--- config.mk ---
export PLATFORM = sky130hd
export DESIGN_NAME = fft_peak_phase
export DESIGN_NICKNAME = d
export VERILOG_FILES = /design/src/rtl/fft_peak_phase.sv
export SDC_FILE = /design/constraint.sdc
export NUM_CORES = 1
export LEC_CHECK = 0
export CORE_ASPECT_RATIO = 2
export CORE_MARGIN = 1
export CORE_UTILIZATION = 55
export DETAILED_ROUTE_END_ITERATION = 6
export PLACE_DENSITY = 0.86
export SYNTH_ARGS = -nofsm -noshare
export SYNTH_HDL_FRONTEND = slang
export SYNTH_SLANG_ARGS = --single-unit
--- constraint.sdc ---
create_clock -name clk -period 6.4 [get_ports clk]
set_clock_uncertainty 0.15 [all_clocks]
set_input_delay 0.64 -clock clk [delete_from_list [all_inputs] [get_ports clk]]
set_output_delay 0.64 -clock clk [all_outputs]
set_load 0.01 [all_outputs]
--- src/rtl/fft_peak_phase.sv ---
// fft_peak_phase: tracks the largest in-range bin of each sof..last frame and reports its index, magnitude and phase.
module fft_peak_phase #(
    parameter int          N_FFT      = 1024,
    parameter int          IDX_W      = 10,
    parameter int          MIN_BIN    = 1,
    parameter int          MAX_BIN    = 511,
    parameter logic [31:0] MAG_THRESH = 32'd1024
) (
    input  logic             clk,
    input  logic             rst,
    input  logic             bin_valid,
    input  logic             bin_sof,
    input  logic             bin_last,
    input  logic [IDX_W-1:0] bin_index,
    input  logic [31:0]      bin_mag,
    input  logic [16:0]      bin_phase,
    output logic [16:0]      theta_o,
    output logic [IDX_W-1:0] peak_index,
    output logic [31:0]      peak_mag,
    output logic             peak_valid,
    output logic             max_done,
    output logic             frame_err
);
    localparam logic [1:0] IDLE   = 2'd0;
    localparam logic [1:0] SEARCH = 2'd1;
    localparam logic [1:0] DONE   = 2'd2;

    logic [1:0]       state_q, state_d;
    logic [31:0]      best_mag_q, best_mag_d;
    logic [IDX_W-1:0] best_idx_q, best_idx_d;
    logic [16:0]      best_phase_q, best_phase_d;
    logic             found_q, found_d;
    logic [16:0]      theta_q, theta_d;
    logic [IDX_W-1:0] peak_index_q, peak_index_d;
    logic [31:0]      peak_mag_q, peak_mag_d;
    logic             peak_valid_q, peak_valid_d;
    logic             max_done_q, max_done_d;
    logic             frame_err_q, frame_err_d;
    logic             start, evaluate, in_range, take, finish;
    logic [31:0]      idx_ext, base_mag;

    always_comb begin
        idx_ext      = 32'(bin_index);
        start        = bin_valid & bin_sof;
        evaluate     = bin_valid & (start | (state_q == SEARCH));
        in_range     = (idx_ext >= 32'(MIN_BIN)) && (idx_ext <= 32'(MAX_BIN)) && (idx_ext < 32'(N_FFT));
        base_mag     = start ? 32'd0 : best_mag_q;
        take         = evaluate & in_range & (bin_mag > base_mag);
        finish       = evaluate & bin_last;
        best_mag_d   = take ? bin_mag : base_mag;
        best_idx_d   = take ? bin_index : (start ? '0 : best_idx_q);
        best_phase_d = take ? bin_phase : (start ? 17'd0 : best_phase_q);
        found_d      = take | (~start & found_q);
        state_d      = finish ? DONE : ((start | (state_q == SEARCH)) ? SEARCH : IDLE);
        max_done_d   = finish;
        frame_err_d  = start & (state_q == SEARCH);
        theta_d      = finish ? best_phase_d : theta_q;
        peak_index_d = finish ? best_idx_d : peak_index_q;
        peak_mag_d   = finish ? best_mag_d : peak_mag_q;
        peak_valid_d = finish ? (found_d && (best_mag_d >= MAG_THRESH)) : peak_valid_q;
    end

    always_ff @(posedge clk or negedge rst) begin
        if (!rst) begin
            state_q      <= IDLE;
            best_mag_q   <= '0;
            best_idx_q   <= '0;
            best_phase_q <= '0;
            found_q      <= 1'b0;
            theta_q      <= '0;
            peak_index_q <= '0;
            peak_mag_q   <= '0;
            peak_valid_q <= 1'b0;
            max_done_q   <= 1'b0;
            frame_err_q  <= 1'b0;
        end else begin
            state_q      <= state_d;
            best_mag_q   <= best_mag_d;
            best_idx_q   <= best_idx_d;
            best_phase_q <= best_phase_d;
            found_q      <= found_d;
            theta_q      <= theta_d;
            peak_index_q <= peak_index_d;
            peak_mag_q   <= peak_mag_d;
            peak_valid_q <= peak_valid_d;
            max_done_q   <= max_done_d;
            frame_err_q  <= frame_err_d;
        end
    end

    assign theta_o    = theta_q;
    assign peak_index = peak_index_q;
    assign peak_mag   = peak_mag_q;
    assign peak_valid = peak_valid_q;
    assign max_done   = max_done_q;
    assign frame_err  = frame_err_q;
endmodule

==> impl_metrics.csv, run 1 <==
group,metric,value,unit
place,port-buffer-count,125,
synth,netlist_instances,492,
setup_path,crit_path_frequent_cell,"nand2_1",
sta,final-setup-viol-count,0,
setup_path,timing.rr.start,"best_mag_q[14]$_DFF_PN0_",
setup_path,reg2reg_to,"peak_mag[18]$_DFFE_PN0P_",
place,place_hpwl,9880,µm
sta,finalCritPeriodShare,71.7,%
synth,synth_ff_type,"dfrtp_1",
sta,min_period,4.59,ns
synth,synthArstFlopShare,100,%
synth,ys_seq_area_share,52.6,%
clock_tree,worstSkewPairLatency,0.41,ns
final_layout,nets,715,
clock_tree,numCtsBuffers,17,
synth,ys_warn_count,0,
setup_path,regToRegSetupSlack,2.88,ns
setup_path,path_class,"input pin to flop",
grt,antenna_found_initial,0,
synth,ys_types,33,
synth,yosys.area_share.simple,9.13,%
final_layout,n_antenna_cell,0,
setup_path,path_delay_family,"simple AND/OR/NAND/NOR gates",
routing,routed_via_density,5.55,
sta,relSlewSlack,39.1,%
final_layout,drive_above_1_share,16.0,%
power,p_per_area,332,nW/µm²
setup_path,critical_path.slowest_cell,"a21oi_4",
grt,grt_start_max_net_pins,77,
routing,drt-initial-drc-count,166,
floorplan,fp.dieW,75.0,µm
sta,fin_ws,1.81,ns
setup_path,end_kind,"flop",
grt,grtUsageTotal,27.3,%
clock_tree,cts.path.max_buffers,2,
synth,synth_top_family_by_area,"multiplexers",
grt,overflow,0,
floorplan,rows,53,
clock_tree,postCtsSetupBuffers,0,
routing,wl,13800,µm
setup_path,arrival,4.80,ns
clock_tree,root_buffer,"clkbuf_16",
final_layout,syn2layout_area_growth,32.7,%
power,p_leak,4.01,nW
power,peakVddDrop,0.000266,V
routing,wl_per_cell,18.0,µm
sta,whs,0.0722,ns
final_layout,utilization,74.6,%
routing,drt_pass1_iterations,5,
grt,first_global_vias,4736,
synth,synth-edff-count,0,
job,maxCapViolCount,0,
synth,ys_ff_latch,123,
sta,drv_slew,0,
setup_path,reg2reg_depth,10,
place,dp_slack,1.46,ns
floorplan,start_util,56.2,%
synth,synth_mux_area_share,21.7,%
setup_path,setup.worst_path.start_class,"input pin",
synth,syn_nets,588,
sta,tns,0,ns
clock_tree,cts_tree,"built",
floorplan,die_h,148,µm
sta,worst_slew_pin_slew,0.913,ns
place,dpl_cell_area,7150,µm²
synth,synthAdderAreaFrac,6.84,%
clock_tree,cts_resized,0,
clock_tree,htree_levels,4,
synth,avgSynthCellArea,11.9,µm²
synth,synth_xor_area_share,0,%
clock_tree,clk_pin_slew,0.05,ns
final_layout,design_area,7770,µm²
grt,grt_pass1_wl,22100,µm
setup_path,crit_buf_inv,2,
synth,post_synth_instance_area,5850,µm²
setup_path,crit_fanout,45,
floorplan,coreArea,10400,µm²
routing,vias,4269,
setup_path,max_stage_delay,0.62,ns
sta,rsz0062_at_grt,"no",
routing,drtAntennaViolNets,0,
routing,drc,0,
setup_path,worstPathCellList,"clkdlybuf4s50_1 > nand2_2 > nand2_1 > ha_1 > nand4_1 > nor4_1 > nand2_1 > and3b_1 > a21oi_4 > buf_12 > mux2i_1 > mux2_2",
floorplan,die-area,11100,µm²
hold_path,hold_class,"input pin to asynchronous set/reset pin",
final_layout,nFillCells,713,
clock_tree,clock_sinks,123,
clock_tree,holdBufCountCts,0,
setup_path,crit_required,6.60,ns
place,gp_congestion,0.827,
floorplan,pin_count,126,
sta,hold_viol,0,
run_status,status,"completed",
synth,synth-compound-area-share,2.89,%
sta,max_freq,218,MHz
Yosys cell counts (all sizes together), types with 3 or more instances:
library cell	count	area share, %
dfrtp	123	53
nand2	69	4.4
mux2	61	12
inv	59	3.8
mux2i	58	9.9
ha	32	6.8
a21oi	14	1.3
clkbuf	13	0.83
nand4	12	1.4
nor4	12	1.4
buf	7	2.2
nor2	4	0.26
o21ai	4	0.34
nand3	3	0.26
o211ai	3	0.38
worst max-delay path by stage:
stage,from,end,slack (ns),cells after the start
final,bin_sof,peak_mag[18]$_DFFE_PN0P_,1.81,12
after global routing,bin_sof,peak_mag[18]$_DFFE_PN0P_,1.61,12
after CTS,bin_sof,peak_mag[18]$_DFFE_PN0P_,1.86,12
after detailed placement,bin_sof,peak_mag[18]$_DFFE_PN0P_,1.46,12
after global placement,bin_sof,peak_mag[18]$_DFFE_PN0P_,1.47,12
after floorplan,bin_valid,peak_mag[0]$_DFFE_PN0P_,3.02,12
kinds of logic after synthesis:
family | Yosys count
flops | 123
mux | 119
simple gates | 112
buf+inv | 79
fa+ha+maj | 32
compound gates | 27
report_power, final:
group / switching (mW) / internal [mW]
Clock: 0.338 / 0.652
Sequential: 0.0753 / 0.920
Combinational: 0.264 / 0.328
Total: 0.677 / 1.90
cell usage in the layout (no fill, tap or decap), types with 2 or more instances in the layout:
cell type / count
nor3_1: 2
o211ai_1: 3
nand3_1: 3
clkbuf_16: 17
mux2i_1: 58
nand2b_1: 2
clkbuf_8: 4
nand4_1: 11
ha_1: 32
dfrtp_1: 123
o21ai_0: 4
or4_1: 2
bufinv_16: 3
a21oi_1: 13
nand2_1: 68
nor2b_1: 2
clkinvlp_4: 4
clkdlybuf4s50_1: 124
inv_1: 59
buf_4: 3
clkinv_2: 2
nor2_1: 4
a221oi_1: 2
mux2_2: 60
nor4_1: 11
through the flow:
stage          std cells  power [mW]
2_1_floorplan        492        1.28
3_3_place_gp         737        1.57
3_5_place_dp         737        1.60
4_1_cts              769        2.59
5_1_grt              769        2.69
6_report             769        2.58
state kept, by name, indices dropped and copies added, names as in the netlist:
register,count
peak_valid,1
best_mag_q,32
best_idx_q,10
theta_o,17
state_q,1
peak_index,10
best_phase_q,17
max_done,1
found_q,1
frame_err,1
peak_mag,32
final cells by class:
class	count	area [µm²]	area share (%)
flip-flops and latches	123	3080	39.6
multi-input cells	290	2390	30.8
repair buffers	128	1280	16.5
clock buffers	22	484	6.23
inverters	59	221	2.85
well taps	137	171	2.21
clock inverters	10	139	1.79
worst reg2reg max path, delay by kind of cell (launching register included):
family | cells | cell delay (ns)
mux | 2 | 0.61
compound gates | 1 | 0.62
fa+ha+maj | 1 | 0.37
flops | 1 | 0.35
buf+inv | 1 | 0.38
simple gates | 5 | 0.99
metal layers:
metal / part of all wire [%] / GRT usage [%]
met4: 6.3 / 16.6
met1: 35 / 27.0
met3: 4.8 / 7.77
met2: 54 / 47.9
met5: 0 / 0
Note: power is estimated with default switching activity, not from simulation.
==> inputs of run 2 (changes only) <==
- CORE_UTILIZATION: 55 -> 51
- PLACE_DENSITY: 0.86 -> 0.8
- clock period: 6.4 -> 4.7 ns (I/O delays scaled with it)
==> impl_metrics.csv, run 2 (synthesized netlist as in run 1, its figures left out) <==
group,metric,value,unit
run_status,status,"completed",
setup_path,arrival,3.86,ns
final_layout,syn2layout_area_growth,33.2,%
clock_tree,worstSkewPairLatency,0.41,ns
sta,final-setup-viol-count,0,
setup_path,crit_path_frequent_cell,"nand2_1",
grt,first_global_vias,4467,
setup_path,critical_path.slowest_cell,"clkdlybuf4s50_1",
setup_path,crit_fanout,24,
sta,tns,0,ns
setup_path,path_delay_family,"simple AND/OR/NAND/NOR gates",
final_layout,mostFrequentLayoutCell,"clkdlybuf4s50_1",
floorplan,die-area,11900,µm²
sta,worst_slew_pin_slew,0.896,ns
setup_path,crit_buf_inv,3,
setup_path,timing.rr.start,"best_mag_q[27]$_DFF_PN0_",
routing,drt_pass1_iterations,5,
sta,finalCritPeriodShare,79.2,%
final_layout,multi_input_area,2390,µm²
floorplan,pin_count,126,
setup_path,cp.depth,13,
sta,relSlewSlack,40.3,%
clock_tree,clock_sinks,123,
grt,grt_pass1_wl,21900,µm
power,fin_total_pwr,3.42,mW
sta,max_freq,269,MHz
routing,drtAntennaViolNets,0,
final_layout,final_cell_mix,"clkdlybuf4s50_1 (124), dfrtp_1 (123), nand2_1 (68)",
routing,drt-initial-drc-count,199,
grt,antenna_found_initial,0,
final_layout,n_antenna_cell,0,
setup_path,reg2reg_depth,10,
floorplan,coreArea,11200,µm²
power,peakVddDrop,0.000454,V
clock_tree,htree_levels,4,
place,port-buffer-count,125,
power,p_leak,4.03,nW
routing,drc,0,
setup_path,regToRegSetupSlack,1.64,ns
routing,wl_per_cell,17.2,µm
routing,vias,4180,
final_layout,utilization,69.5,%
sta,rsz0062_at_grt,"no",
floorplan,fp.dieW,77.8,µm
routing,wl,13500,µm
sta,hold_viol,0,
routing,routed_via_density,5.35,
floorplan,start_util,52.2,%
power,p_per_area,439,nW/µm²
setup_path,worstPathCellList,"clkdlybuf4s50_1 > nand2_2 > buf_12 > nand2_1 > ha_1 > nand4_1 > nor4_2 > nand2_1 > and3b_1 > a21oi_4 > buf_4 > mux2i_1 > mux2_2",
hold_path,hold_class,"input pin to asynchronous set/reset pin",
final_layout,nFillCells,838,
clock_tree,postCtsSetupBuffers,0,
clock_tree,cts.path.max_buffers,2,
place,gp_congestion,0.858,
floorplan,rows,55,
job,maxCapViolCount,0,
sta,min_period,3.72,ns
grt,overflow,0,
sta,drv_slew,0,
grt,grt_start_max_net_pins,67,
sta,fin_ws,0.976,ns
setup_path,reg2reg_to,"peak_index[4]$_DFFE_PN0P_",
final_layout,drive_above_1_share,17.0,%
setup_path,end_kind,"flop",
grt,grtUsageTotal,24.2,%
clock_tree,root_buffer,"clkbuf_16",
final_layout,regArea,3080,µm²
clock_tree,numCtsBuffers,17,
setup_path,max_stage_delay,0.47,ns
place,dp_slack,0.590,ns
setup_path,path_class,"input pin to flop",
clock_tree,cts_tree,"built",
final_layout,nets,724,
floorplan,die_h,154,µm
clock_tree,clk_pin_slew,0.06,ns
place,place_hpwl,9840,µm
setup_path,setup.worst_path.start_class,"input pin",
setup_path,crit_required,4.84,ns
==> run 2: how the worst max path moves through the flow <==
| stage | from | slack (ns) | end |
|---|---|---|---|
| 6_report | bin_valid | 0.98 | peak_index[4]$_DFFE_PN0P_ |
| 5_1_grt | bin_sof | 0.73 | peak_index[0]$_DFFE_PN0P_ |
| 4_1_cts | bin_sof | 1.02 | peak_index[4]$_DFFE_PN0P_ |
| 3_5_place_dp | bin_sof | 0.59 | peak_index[8]$_DFFE_PN0P_ |
| 3_3_place_gp | bin_valid | 0.65 | peak_index[0]$_DFFE_PN0P_ |
| 2_1_floorplan | bin_valid | 1.49 | peak_mag[0]$_DFFE_PN0P_ |
==> run 2: what timing repair did <==
item                                   CTS  global route
hold buffers                             1             0
resized for setup                        0             0
setup endpoints to repair                0             0
endpoints found under the hold margin   22             0
==> run 2: final cells by class <==
class                      instances  area share (%)
clock buffer                      17            5.46
timing repair buffer             137            17.4
sequential                       123            39.5
multi-input combinational        290            30.7
clock inverter                    14            1.89
inverter                          59            2.84
tap                              142            2.28
==> run 2: per-layer routing <==
metal	routed length (µm)	global-route usage (%)	up-vias	part of all wire, %
met4	556	12.1	0	4.1
li1	-	-	1955	-
met2	7430	43.6	119	55
met3	560	6.05	44	4.2
met1	4920	25.7	2062	37
met5	0	0	-	0
==> run 2: report_power, final <==
group          switching [mW]  internal, mW
logic                   0.357         0.452
clock network           0.480         0.778
registers               0.101          1.25
==> run 2: stage by stage <==
step	instance area (µm²)	cells	hold WS, ns
2_1_floorplan	5850	492	0.0244
4_1_cts	7800	782	0.348
3_5_place_dp	7210	750	0.230
5_1_grt	7800	782	0.366
6_report	7800	782	0.345
3_3_place_gp	7210	750	0.226
==> inputs of run 3 (changes only) <==
- clock period: 4.7 -> 3.55 ns (I/O delays scaled with it)
==> impl_metrics.csv, run 3 (synthesized netlist as in run 1, its figures left out) <==
group,metric,value,unit
run_status,status,"completed",
place,placed_cells,758,
clock_tree,cts_tree,"built",
routing,wl_met3,518,µm
final_layout,drive_above_1_share,17.9,%
routing,drt_pass1_iterations,4,
setup_path,reg2reg_to,"peak_index[7]$_DFFE_PN0P_",
routing,drc,0,
setup_path,regToRegSetupSlack,0.72,ns
sta,finalCritPeriodShare,90.6,%
routing,wl_met2,7760,µm
clock_tree,cts.path.max_buffers,2,
sta,drv_slew,0,
floorplan,die_h,154,µm
floorplan,start_util,52.2,%
setup_path,cp-endpoint,"peak_index[7]$_DFFE_PN0P_",
setup_path,setup.worst_path.start_class,"input pin",
grt,grt_pass1_wl,22600,µm
final_layout,mostFrequentLayoutCell,"clkdlybuf4s50_1",
power,sequentialPowerShare,39.1,%
grt,antenna_found_initial,1,
routing,drt-initial-drc-count,149,
floorplan,pin_count,126,
power,peakVddDrop,0.000408,V
power,swShare,27.2,%
setup_path,reg2reg_depth,11,
grt,overflow,0,
setup_path,critPathLaunch,"bin_valid",
final_layout,syn2layout_area_growth,35.6,%
clock_tree,htree_levels,4,
power,p_int,3.31,mW
clock_tree,clk_pin_slew,0.06,ns
setup_path,timing.rr.start,"best_mag_q[21]$_DFF_PN0_",
place,port-buffer-count,125,
final_layout,nets,732,
power,p_leak,4.10,nW
final_layout,layout.cells.non_filler,792,
grt,grt_start_max_net_pins,63,
clock_tree,worstSkewPairLatency,0.41,ns
routing,wl_per_cell,17.1,µm
hold_path,hold_start,"found_q$_DFF_PN0_",
clock_tree,postCtsSetupBuffers,0,
floorplan,die-area,11900,µm²
sta,worst_slew_pin_slew,0.908,ns
setup_path,crit_fanout,28,
sta,hold_viol,0,
sta,relSlewSlack,39.5,%
routing,routed_via_density,5.30,
power,p_clk_share,36.7,%
sta,whs,0.341,ns
clock_tree,clock_sinks,123,
grt,first_global_vias,4672,
routing,drt-met1-wl,4860,µm
floorplan,fp.dieW,77.8,µm
sta,rsz0062_at_grt,"no",
final_layout,final_cell_mix,"clkdlybuf4s50_1 (124), dfrtp_1 (123), nand2_1 (68)",
routing,vias,4195,
sta,final-setup-viol-count,0,
grt,grtUsageTotal,24.9,%
clock_tree,numCtsBuffers,17,
place,place_hpwl,10100,µm
routing,dr.max_layer_used,"met4",
routing,wl,13500,µm
hold_path,hold_class,"flop to flop",
setup_path,arrival,3.41,ns
floorplan,coreArea,11200,µm²
power,fin_total_pwr,4.55,mW
clock_tree,cts_resized,0,
job,maxCapViolCount,0,
routing,drtAntennaViolNets,0,
place,gp_congestion,0.835,
power,p_per_area,574,nW/µm²
setup_path,path_class,"input pin to flop",
sta,max_freq,311,MHz
floorplan,rows,55,
final_layout,nFillCells,797,
setup_path,crit_required,3.75,ns
power,combPwrFrac,24.2,%
setup_path,end_kind,"flop",
clock_tree,holdBufCountCts,1,
sta,min_period,3.22,ns
power,switchingPower,1.24,mW
clock_tree,root_buffer,"clkbuf_16",
## run 3: cell count changes in the layout (fill, tap and decap cells not counted)
cell,change
buf_12,+6
buf_4,+2
clkbuf_1,+2
clkinv_2,-2
clkinvlp_4,+1
diode_2,+1
## run 3: cell type report
type | count | area (µm²) | area share (%)
antenna | 1 | 2.50 | 0.0315
clock buffer | 19 | 433 | 5.45
clock inverter | 13 | 145 | 1.83
inverter | 59 | 221 | 2.79
multi-input combinational | 290 | 2390 | 30.1
sequential | 123 | 3080 | 38.8
tap | 142 | 178 | 2.24
timing repair buffer | 145 | 1490 | 18.8
## run 3: worst max-delay path, cell delays in order
cell and delay (ns):
clkdlybuf4s50_1 0.45, nand2_2 0.15, buf_12 0.18, nand2_1 0.09, ha_1 0.31, nand4_1 0.17
nor4_1 0.35, nand2_1 0.08, and3b_1 0.20, a21oi_4 0.23, buf_4 0.21, buf_12 0.15
mux2i_1 0.26, mux2_2 0.20
## run 3: worst min-delay path by stage
stage,cells past startpoint,end,slack [ns]
global route,3,best_phase_q[1]$_DFF_PN0_,0.37
finish,2,found_q$_DFF_PN0_,0.34
detailed placement,1,peak_mag[21]$_DFFE_PN0P_,0.26
floorplan,0,best_idx_q[0]$_DFF_PN0_,-0.09
CTS,2,found_q$_DFF_PN0_,0.34
global placement,1,peak_mag[21]$_DFFE_PN0P_,0.24
## run 3: layer usage
metal,vias to the layer above,track usage (%)
met3,26,5.99
met2,111,45.9
met4,0,12.8
li1,1971,-
met5,-,0
met1,2087,25.4
## run 3: power by group through the flow
stage	combinational, mW	sequential [mW]	clock (mW)
6_report	1.10	1.78	1.67
5_1_grt	1.19	1.82	1.77
4_1_cts	1.11	1.79	1.70
3_5_place_dp	1.10	1.81	0
3_3_place_gp	1.07	1.79	0
2_1_floorplan	0.460	1.86	0
## run 3: through the flow
stage	setup slack [ns]	utilization, %	area (µm²)	setup TNS (ns)
finish	0.332	70.8	7940	0
global route	0.112	70.8	7940	0
CTS	0.324	70.8	7940	0
detailed placement	-0.0990	65.5	7350	-1.55
global placement	0.0457	65.5	7350	0
floorplan	0.457	-	5850	0
